[src/rtl/enchimento_pkg.sv]
// Shared encodings for the filling-stage controller: FSM states, alarm codes
// and the timer-width helper.
package enchimento_pkg;

  typedef enum logic [2:0] {
    IDLE    = 3'd0,
    MOVE    = 3'd1,
    FILL    = 3'd2,
    SETTLE  = 3'd3,
    RELEASE = 3'd4,
    ALARM   = 3'd5
  } estado_t;

  localparam logic [1:0] AL_NONE    = 2'b00;
  localparam logic [1:0] AL_TANK    = 2'b01;
  localparam logic [1:0] AL_TIMEOUT = 2'b10;

  // Smallest width that holds 0..max(a,b)-1, never below one bit.
  function automatic int unsigned timer_width(input int unsigned a, input int unsigned b);
    int unsigned m;
    m = (a > b) ? a : b;
    if (m < 2) return 1;
    return unsigned'($clog2(m));
  endfunction

endpackage

[src/rtl/temporizador_enchimento.sv]
// Cycle timer for the filling stage: synchronous clear wins over enable.
module temporizador_enchimento #(
  parameter int unsigned W = 4
) (
  input  logic         clk,
  input  logic         reset,
  input  logic         clear,
  input  logic         en,
  output logic [W-1:0] count
);

  always_ff @(posedge clk or posedge reset) begin
    if (reset) begin
      count <= '0;
    end else if (clear) begin
      count <= '0;
    end else if (en) begin
      count <= count + W'(1);
    end
  end

endmodule

[src/rtl/mef_enchimento.sv]
// Filling-stage controller: conveyor to nozzle, fill until level, drip settle,
// release to sealing; counts filled bottles and latches tank/timeout alarms.
module mef_enchimento
  import enchimento_pkg::*;
#(
  parameter int unsigned FILL_MAX      = 16,
  parameter int unsigned SETTLE_CYCLES = 4,
  parameter int unsigned CNT_W         = 8
) (
  input  logic             clk,
  input  logic             reset,
  input  logic             liga,
  input  logic             garrafa,
  input  logic             nivel,
  input  logic             reservatorio,
  input  logic             ack,
  output logic             motor,
  output logic             ev,
  output logic             done,
  output logic             alarme,
  output logic [1:0]       alarme_cod,
  output logic [CNT_W-1:0] count
);

  localparam int unsigned TW = timer_width(FILL_MAX, SETTLE_CYCLES);
  localparam logic [TW-1:0] FILL_LAST   = TW'(FILL_MAX - 1);
  localparam logic [TW-1:0] SETTLE_LAST = TW'(SETTLE_CYCLES - 1);

  estado_t       estado;
  estado_t       nxt;
  logic [1:0]    cod_nxt;
  logic [TW-1:0] timer;
  logic          timer_clear;
  logic          timer_en;
  logic          fill_done;

  temporizador_enchimento #(.W(TW)) u_timer (
    .clk   (clk),
    .reset (reset),
    .clear (timer_clear),
    .en    (timer_en),
    .count (timer)
  );

  // Next state and alarm code; tank loss outranks every other exit.
  always_comb begin
    nxt     = estado;
    cod_nxt = alarme_cod;
    case (estado)
      IDLE: begin
        if (liga) begin
          if (reservatorio) begin
            nxt = MOVE;
          end else begin
            nxt     = ALARM;
            cod_nxt = AL_TANK;
          end
        end
      end
      MOVE: begin
        if (!reservatorio) begin
          nxt     = ALARM;
          cod_nxt = AL_TANK;
        end else if (!liga) begin
          nxt = IDLE;
        end else if (garrafa) begin
          nxt = FILL;
        end
      end
      FILL: begin
        if (!reservatorio) begin
          nxt     = ALARM;
          cod_nxt = AL_TANK;
        end else if (nivel) begin
          nxt = SETTLE;
        end else if (timer == FILL_LAST) begin
          nxt     = ALARM;
          cod_nxt = AL_TIMEOUT;
        end
      end
      SETTLE: begin
        if (timer == SETTLE_LAST) begin
          nxt = RELEASE;
        end
      end
      RELEASE: begin
        if (!garrafa) begin
          nxt = liga ? MOVE : IDLE;
        end
      end
      ALARM: begin
        if (ack && reservatorio) begin
          nxt     = IDLE;
          cod_nxt = AL_NONE;
        end
      end
      default: begin
        nxt     = IDLE;
        cod_nxt = AL_NONE;
      end
    endcase
  end

  assign timer_clear = (nxt != estado);
  assign timer_en    = (estado == FILL) || (estado == SETTLE);
  assign fill_done   = (estado == SETTLE) && (nxt == RELEASE);

  // State, alarm code, completion pulse and bottle counter.
  always_ff @(posedge clk or posedge reset) begin
    if (reset) begin
      estado     <= IDLE;
      alarme_cod <= AL_NONE;
      done       <= 1'b0;
      count      <= '0;
    end else begin
      estado     <= nxt;
      alarme_cod <= cod_nxt;
      done       <= fill_done;
      if (fill_done) begin
        count <= count + CNT_W'(1);
      end
    end
  end

  // Moore actuator decode.
  assign motor  = (estado == MOVE) || (estado == RELEASE);
  assign ev     = (estado == FILL);
  assign alarme = (estado == ALARM);

endmodule
[config.mk]
export PLATFORM = sky130hd
export DESIGN_NAME = mef_enchimento
export DESIGN_NICKNAME = d
export VERILOG_FILES = /design/src/rtl/enchimento_pkg.sv /design/src/rtl/temporizador_enchimento.sv /design/src/rtl/mef_enchimento.sv
export SDC_FILE = /design/constraint.sdc
export NUM_CORES = 1
export LEC_CHECK = 0
export BUFFER_PORTS_ARGS = -buffer_cell sky130_fd_sc_hd__buf_2
export CAP_MARGIN = 20
export CORE_MARGIN = 5
export CORE_UTILIZATION = 45
export CTS_CLUSTER_SIZE = 16
export DETAILED_ROUTE_END_ITERATION = 16
export PLACE_DENSITY = 0.78
export SKIP_CTS_REPAIR_TIMING = 1
export SLEW_MARGIN = 25
export SYNTH_ARGS = -nofsm -noshare
export SYNTH_HDL_FRONTEND = slang
export SYNTH_SLANG_ARGS = --single-unit
export TNS_END_PERCENT = 50
[constraint.sdc]
create_clock -name clk -period 3.59 [get_ports clk]
set_clock_uncertainty 0.2 [all_clocks]
set_input_delay 0.718 -clock clk [delete_from_list [all_inputs] [get_ports clk]]
set_output_delay 0.718 -clock clk [all_outputs]
set_load 0.02 [all_outputs]
==> flow_metrics.env, run 1 <==
export IMPL_status="finished clean"
export IMPL_grt_use_total_pct=13.2
export IMPL_maxSlewViolCount=0
export IMPL_synth_commonest_cells="dfrtp_1, nor3_1, xnor2_1"
export IMPL_grt_pass1_wl_um=3350
export IMPL_vias=809
export IMPL_area_delta_synth_final_pct=14.3
export IMPL_relSlewSlack_pct=48.7
export IMPL_wire_per_inst_um=13.8
export IMPL_path_class="reg2out"
export IMPL_fin_area_mm2=0.00113
export IMPL_tns_ns=0
export IMPL_finalNonFillerCells=144
export IMPL_end_kind="output port"
export IMPL_cts_sinks=18
export IMPL_drtIter0Drc=16
export IMPL_ys_seq_elements=18
export IMPL_numCtsBuffers=3
export IMPL_fin_crit_sh_pct=65.0
export IMPL_min_period_ns=2.33
export IMPL_nNetsFinal=126
export IMPL_postRouteAntennaNets=0
export IMPL_post_drt_via_cell_ratio=5.62
export IMPL_cts_max_path_buffers=2
export IMPL_rr_endpoint="count[1]"
export IMPL_maxCapViolations=0
export IMPL_hold_violations=0
export IMPL_synthesis_area_um2=991
export IMPL_dp_hpwl_um=1490
export IMPL_clock_fmax_ghz=0.428
export IMPL_crit_fanout=15
export IMPL_reg2reg_depth=3
export IMPL_pin_count=21
export IMPL_rows=17
export IMPL_regToRegSetupSlack_ns=1.45
export IMPL_powerDensity_mw_per_mm2=541
export IMPL_dr_pass1_iters=4
export IMPL_endpoint="alarme"
export IMPL_synth_edf_count=0
export IMPL_hold_ws_ns=0.289
export IMPL_drt_total_wl_um=1990
export IMPL_ir_drop_mv=0.281
export IMPL_die_area_mm2=0.00324
export IMPL_yosysMostFrequentCell="dfrtp_1"
export IMPL_diodes=0
export IMPL_insertion_delay_ns=0.29
export IMPL_fp_dieH_um=56.9
export IMPL_setup_violations=0
export IMPL_worstReg2RegStart="estado[0]"
export IMPL_netlist_instances=97
export IMPL_postSynthAreaPerCell_um2=10.2
export IMPL_worst_pin_slew_ns=0.750
export IMPL_cp_start_kind="register"
export IMPL_yosys_warnings=0
export IMPL_place_gp_congestion=0.869
export IMPL_dpl_instance_area_mm2=0.00110
export IMPL_async_reset_ff_share_pct=100
export IMPL_p_leak_nw=0.553
export IMPL_synth_nets=106
export IMPL_cp_startpoint="estado[0]"
export IMPL_crit_required_ns=2.67
export IMPL_ys_types=35
export IMPL_cts_tree="done"
export IMPL_synth_area_leaders="dfrtp_1, xnor2_1, nor3_1, nand4_1, xor2_1"
export IMPL_cts_htree_levels=1
export IMPL_cp_cell_sequence="inv_1, nor3_1, buf_2"
export IMPL_rsz0062_at_grt="false"
export IMPL_timing_critical_path_slowest_cell_delay_ns=0.60
export IMPL_grt_pass1_vias=741
export IMPL_synth_ff_type="dfrtp_1"
export IMPL_grt_antenna_before_repair=0
export IMPL_drc=0
export IMPL_drive_gt1_share_pct=25.9
export IMPL_clk_pin_slew_ns=0.10
export IMPL_die_x_um=56.9
export IMPL_synth_top_area_share_pct=45.5
export IMPL_io_buffers=20
export IMPL_post_synth_top_area_cell="dfrtp_1"
export IMPL_cp_slowest_cell="dfrtp_1"
export IMPL_grt_ovfl_total=0
export IMPL_initial_core_util_pct=46.1
export IMPL_hold_class="in2async"
export IMPL_dp_cells=140
export IMPL_worstPathArrival_ns=1.42
export IMPL_root_buffer="clkbuf_4"
export IMPL_ys_seq_area_share_pct=45.5
export IMPL_grt_max_degree=19
export IMPL_core_mm2=0.00215
==> sequential cells by signal, indices dropped and copies added, names as in the netlist <==
name,cells
count,8
estado,3
u_timer.count,4
alarme_cod,2
done,1
==> final cells by class <==
cell class / instances / area [um2]
timing repair buffer: 20 / 100
clock buffer: 4 / 36.3
sequential: 18 / 450
inverter: 5 / 18.8
fill: 197 / 1020
tap: 28 / 35.0
multi-input combinational: 69 / 492
==> worst max-delay path, delay by kind of cell (launching register included) <==
| kind | cells | cell delay [ns] |
|---|---|---|
| buffers and inverters | 2 | 0.34 |
| and+or+nand+nor | 1 | 0.18 |
| DFF | 1 | 0.60 |
==> cell families (layout without fill, tap and decap cells) <==
group	after synthesis	in the layout	synth area share [%]
AND/OR/NAND/NOR	37	37	22.2
adder cells (fa/ha/maj)	2	2	2.52
AO/OA/AOI/OAI	16	16	11.9
buffers and inverters	10	29	4.92
flip-flops	18	18	45.5
multiplexers	3	3	3.28
XOR/XNOR	11	11	9.72
==> layer usage <==
layer	global-route usage, %	wire length [um]	vias to the layer above
met4	5.96	22	0
met3	3.68	107	3
met1	16.4	845	390
met5	0	0	-
li1	-	-	395
met2	21.0	1020	21
==> layout by cell type (no fill, tap or decap), types with 3 or more instances in the layout <==
| cell | netlist | layout |
|---|---|---|
| xor2_1 | 3 | 3 |
| nand4_1 | 6 | 6 |
| inv_1 | 5 | 5 |
| nor2_1 | 3 | 3 |
| o21ai_0 | 3 | 3 |
| nand2_1 | 6 | 6 |
| xnor2_1 | 8 | 8 |
| clkbuf_4 | 0 | 3 |
| buf_2 | 0 | 20 |
| nor3_1 | 9 | 9 |
| dfrtp_1 | 18 | 18 |
| a21oi_1 | 3 | 3 |
==> worst min-delay path by stage <==
stage / start / to / slack [ns] / cells after the start
final: reset / count[7] / 0.29 / 2
after detailed placement: count[7] / count[7] / 0.28 / 1
after global routing: alarme_cod[0] / alarme_cod[0] / 0.33 / 1
after floorplan: u_timer.count[0] / u_timer.count[0] / 0.35 / 2
after global placement: count[7] / count[7] / 0.26 / 1
after CTS: count[7] / count[7] / 0.29 / 1
==> stage by stage <==
step | setup WS (ns) | total power [W] | util, %
final | 1.26 | 0.000613 | 52.7
after global routing | 1.15 | 0.000652 | 52.7
after CTS | 1.25 | 0.000617 | 52.7
after detailed placement | 1.38 | 0.000493 | 51.0
after global placement | 1.41 | 0.000490 | 51.0
after floorplan | 1.44 | 0.000440 | -
==> power breakdown <==
| group | internal, W | switching, W | leakage, nW |
|---|---|---|---|
| Combinational | 0.0000887 | 0.000123 | 0.288 |
| Clock | 0.0000618 | 0.0000608 | 0.0210 |
| Sequential | 0.000224 | 0.0000547 | 0.244 |
No activity file was read; power rests on OpenSTA's default activity.
==> inputs of run 2 (changes only) <==
==> constraint.sdc (replaced) <==
create_clock -name clk -period 2.2 [get_ports clk]
set_clock_uncertainty 0.2 [all_clocks]
set_input_delay 0.44 -clock clk [delete_from_list [all_inputs] [get_ports clk]]
set_output_delay 0.44 -clock clk [all_outputs]
set_load 0.02 [all_outputs]
==> run 2 against run 1 <==
  * Clock-buffer cell count stayed put
  * Critical path depth unchanged
  * Non-clock buffer count rose by 2
  * Wire length is 5.3% higher
  * Via count up 4.4%
  * Flip-flop and latch count is the same
  * Die area unchanged
  * Register-to-register slack worse by 1.2 ns
  * Highest routed layer unchanged
  * Clock power is 67% higher
  * Global-route usage grew 0.68 points
  * Sequential power increased by 57%
  * Hold slack worse by 0.27 ns
==> flow_metrics.env, run 2 (synthesized netlist as in run 1, its figures left out) <==
export IMPL_crit_fanout=14
export IMPL_grt_antenna_before_repair=0
export IMPL_largest_register_ff_count=8
export IMPL_insertion_delay_ns=0.30
export IMPL_end_kind="output port"
export IMPL_numCtsBuffers=3
export IMPL_dpl_instance_area_mm2=0.00111
export IMPL_grt_use_met1_pct=18.4
export IMPL_drive_gt1_share_pct=27.1
export IMPL_crit_required_ns=1.56
export IMPL_diodes=0
export IMPL_fin_ws_ns=0.122
export IMPL_maxSlewViolCount=0
export IMPL_drtIter0Drc=24
export IMPL_clk_pin_slew_ns=0.11
export IMPL_worstPathArrival_ns=1.44
export IMPL_cp_cell_sequence="nand2b_1, nor2_1, buf_2"
export IMPL_fin_crit_sh_pct=94.4
export IMPL_grt_use_met2_pct=22.2
export IMPL_worstReg2RegStart="u_timer.count[0]"
export IMPL_drt_total_wl_um=2100
export IMPL_nNetsFinal=128
export IMPL_regToRegSetupSlack_ns=0.23
export IMPL_fill_cells=202
export IMPL_final_common_cell="buf_2"
export IMPL_io_buffers=20
export IMPL_area_delta_synth_final_pct=15.8
export IMPL_timing_critical_path_slowest_cell_delay_ns=0.57
export IMPL_grt_busiest_layer="met2"
export IMPL_cp_start_kind="register"
export IMPL_drc=0
export IMPL_relSlewSlack_pct=55.6
export IMPL_postRouteAntennaNets=0
export IMPL_tns_ns=0
export IMPL_rr_endpoint="count[5]"
export IMPL_grtUsageMet3_pct=2.76
export IMPL_fp_dieH_um=56.9
export IMPL_place_gp_congestion=0.796
export IMPL_min_period_ns=2.08
export IMPL_wire_per_inst_um=14.4
export IMPL_p_leak_nw=0.563
export IMPL_die_x_um=56.9
export IMPL_pin_count=21
export IMPL_reg2reg_depth=5
export IMPL_hold_violations=0
export IMPL_ir_drop_mv=0.664
export IMPL_grt_pass1_wl_um=3550
export IMPL_setup_violations=0
export IMPL_dp_slack_ns=0.244
export IMPL_grt_ovfl_total=0
export IMPL_reg_largest_list="count x8, u_timer.count x4, estado x3"
export IMPL_post_drt_via_cell_ratio=5.79
export IMPL_die_area_mm2=0.00324
export IMPL_status="finished clean"
export IMPL_rsz0062_at_grt="false"
export IMPL_cp_startpoint="estado[2]"
export IMPL_grt_pass1_vias=754
export IMPL_cts_sinks=18
export IMPL_root_buffer="clkbuf_4"
export IMPL_cts_htree_levels=1
export IMPL_fin_area_mm2=0.00115
export IMPL_regMostFlops="count"
export IMPL_worst_pin_slew_ns=0.666
export IMPL_cp_slowest_cell="dfrtp_1"
export IMPL_grt_max_degree=19
export IMPL_grt_use_total_pct=13.8
export IMPL_clock_fmax_ghz=0.481
export IMPL_cts_tree="done"
export IMPL_hold_ws_ns=0.0181
export IMPL_dr_pass1_iters=4
export IMPL_cts_max_path_buffers=2
export IMPL_layout_common_cells="buf_2, dfrtp_1, nor3_1"
export IMPL_powerDensity_mw_per_mm2=896
export IMPL_dp_hpwl_um=1570
export IMPL_path_class="reg2out"
export IMPL_vias=845
export IMPL_hold_class="in2async"
export IMPL_p_total_w=0.00103
export IMPL_maxCapViolations=0
export IMPL_initial_core_util_pct=46.1
export IMPL_rows=17
export IMPL_core_mm2=0.00215
## run 2: changes by cell type in the layout (fill, tap and decap cells not counted), sizes merged
| cell | before | now |
|---|---|---|
| buf | 20 | 22 |
## run 2: routing by layer
layer	wire, um	vias up
met5	0	-
met4	39	0
met2	979	29
li1	-	399
met1	921	412
met3	158	5
## run 2: worst max path at each step
stage	end	slack [ns]
finish	ev	0.12
global route	ev	0.03
CTS	ev	0.13
detailed placement	u_timer.count[3]	0.24
global placement	count[1]	0.32
floorplan	u_timer.count[0]	0.28
## run 2: worst max-delay path, delay by kind of cell (launching register included)
kind          cells  cell delay [ns]
simple gates      2             0.40
buf+inv           1             0.17
flops             1             0.57
## run 2: where the power goes
group | switching (W) | internal [W] | total [W]
sequential | 0.0000720 | 0.000366 | 0.000438
combinational | 0.000222 | 0.000163 | 0.000385
clock | 0.000104 | 0.000101 | 0.000205
total | 0.000398 | 0.000630 | 0.00103
## run 2: area by class of cell
cell class,count,area (um2),share of cell area (%)
inverters,5,18.8,1.64
clock buffers,4,36.3,3.16
multi-input cells,69,492,42.9
flip-flops and latches,18,450,39.3
repair buffers,22,115,10.0
well taps,28,35.0,3.05
## run 2: metrics by stage
stage	std cells	util, %
after floorplan	97	-
after global placement	142	51.7
after detailed placement	142	51.7
after CTS	146	53.4
after global routing	146	53.4
final	146	53.4
==> inputs of run 3 (changes only) <==
--- a/config.mk
+++ b/config.mk
@@ -12,8 +12,9 @@
 export CTS_CLUSTER_SIZE = 16
 export DETAILED_ROUTE_END_ITERATION = 16
 export PLACE_DENSITY = 0.78
+export SETUP_SLACK_MARGIN = 0.3
 export SKIP_CTS_REPAIR_TIMING = 1
-export SLEW_MARGIN = 25
+export SLEW_MARGIN = 20
 export SYNTH_ARGS = -nofsm -noshare
 export SYNTH_HDL_FRONTEND = slang
 export SYNTH_SLANG_ARGS = --single-unit
==> run 3 against run 2 <==
  * Final cell count rose by 4.1%
  * Maximum frequency grew 9.4%
  * Non-clock buffer count grew 6
  * Largest power group is now combinational logic
  * Power is 20% higher
  * Critical path type unchanged
  * Flip-flop and latch count did not move
  * Critical endpoint is now alarme
  * Via count shrank 0.36%
==> flow_metrics.env, run 3 (synthesized netlist as in run 1, its figures left out) <==
export IMPL_fill_cells=197
export IMPL_insertion_delay_ns=0.30
export IMPL_grt_antenna_before_repair=0
export IMPL_end_kind="output port"
export IMPL_crit_required_ns=1.56
export IMPL_maxSlewViolCount=0
export IMPL_rsz0062_at_grt="true"
export IMPL_grt_pass1_wl_um=3480
export IMPL_root_buffer="clkbuf_4"
export IMPL_drtIter0Drc=16
export IMPL_die_area_mm2=0.00324
export IMPL_reg_largest_list="count x8, u_timer.count x4, estado x3"
export IMPL_setup_violations=0
export IMPL_cts_htree_levels=1
export IMPL_numCtsBuffers=3
export IMPL_regMostFlops="count"
export IMPL_grt_max_degree=19
export IMPL_layout_common_cells="buf_2, dfrtp_1, buf_4"
export IMPL_grt_use_total_pct=13.7
export IMPL_dp_cells=142
export IMPL_hold_ws_ns=0.0253
export IMPL_core_mm2=0.00215
export IMPL_relSlewSlack_pct=53.2
export IMPL_rows=17
export IMPL_clk_pin_slew_ns=0.11
export IMPL_finalNonFillerCells=152
export IMPL_area_delta_synth_final_pct=29.4
export IMPL_maxCapViolations=0
export IMPL_hold_violations=0
export IMPL_p_leak_nw=0.602
export IMPL_fin_crit_sh_pct=86.3
export IMPL_drc=0
export IMPL_grt_ovfl_total=0
export IMPL_ir_drop_mv=0.578
export IMPL_postRouteAntennaNets=0
export IMPL_dr_pass1_iters=4
export IMPL_drt_total_wl_um=2320
export IMPL_fp_dieH_um=56.9
export IMPL_initial_core_util_pct=46.1
export IMPL_post_drt_via_cell_ratio=5.54
export IMPL_pin_count=21
export IMPL_grt_pass1_vias=759
export IMPL_place_gp_congestion=0.787
export IMPL_cts_tree="done"
export IMPL_wire_per_inst_um=15.3
export IMPL_clock_fmax_ghz=0.527
export IMPL_cp_start_kind="register"
export IMPL_worstPathArrival_ns=1.26
export IMPL_largest_register_ff_count=8
export IMPL_cts_sinks=18
export IMPL_drive_gt1_share_pct=42.7
export IMPL_diodes=0
export IMPL_io_buffers=20
export IMPL_dpl_instance_area_mm2=0.00111
export IMPL_finish_utilization_pct=59.7
export IMPL_worst_pin_slew_ns=0.701
export IMPL_cts_max_path_buffers=2
export IMPL_status="finished clean"
export IMPL_vias=842
export IMPL_tns_ns=0
export IMPL_crit_fanout=5
export IMPL_hold_class="in2async"
export IMPL_powerDensity_mw_per_mm2=965
export IMPL_path_class="reg2out"
export IMPL_fin_area_mm2=0.00128
export IMPL_dp_hpwl_um=1570
export IMPL_nNetsFinal=134
export IMPL_final_common_cell="buf_2"
export IMPL_min_period_ns=1.90
export IMPL_die_x_um=56.9
[run 3: changes by cell type in the layout (fill, tap and decap cells not counted), moves of 2 or more]
| cell | delta |
|---|---|
| nor3_1 | -5 |
| dfrtp_2 | +3 |
| buf_4 | +7 |
| nor3_2 | +5 |
| dfrtp_1 | -3 |
| buf_2 | -3 |
| buf_6 | +2 |
[run 3: per-stage QoR]
step	worst slack (ns)	total power [W]
6_report	0.301	0.00124
5_1_grt	0.232	0.00131
4_1_cts	0.0588	0.00104
3_5_place_dp	0.193	0.000832
3_3_place_gp	0.314	0.000818
2_1_floorplan	0.319	0.000718
[run 3: power by group]
group / internal, W / switching [W] / total [W] / leakage, nW
Combinational: 0.000292 / 0.000311 / 0.000603 / 0.341
Clock: 0.000101 / 0.000107 / 0.000208 / 0.0210
Sequential: 0.000371 / 0.0000564 / 0.000427 / 0.241
[run 3: worst max-delay path, stage by stage (launching register included)]
cell and delay (ns):
dfrtp_2 0.46, buf_4 0.17, inv_1 0.12, nor3_2 0.05
buf_4 0.16
[run 3: final timing paths]
check,from,to,slack [ns],depth (start not counted)
max in group asynchronous,reset,estado[1],1.28,2
min in group clk,alarme_cod[0],alarme_cod[0],0.28,1
worst min register to register,alarme_cod[0],alarme_cod[0],0.28,1
worst min-delay path,reset,done,0.03,2
worst max register to register,estado[0],u_timer.count[0],0.31,6
worst max-delay path,estado[0],alarme,0.30,4
[run 3: cell type report]
type / instances / area [um2] / share of cell area [%]
multi-input cells: 69 / 563 / 43.9
clock buffers: 4 / 36.3 / 2.83
repair buffers: 28 / 175 / 13.7
well taps: 28 / 35.0 / 2.73
inverters: 5 / 18.8 / 1.46
flip-flops and latches: 18 / 454 / 35.4
[run 3: layer usage]
| layer | vias to the layer above | track usage [%] | part of all wire, % |
|---|---|---|---|
| met5 | - | 0 | 0 |
| met3 | 5 | 2.76 | 6.2 |
| met4 | 0 | 7.28 | 1.9 |
| li1 | 409 | - | - |
| met1 | 395 | 18.5 | 43 |
| met2 | 33 | 20.4 | 49 |
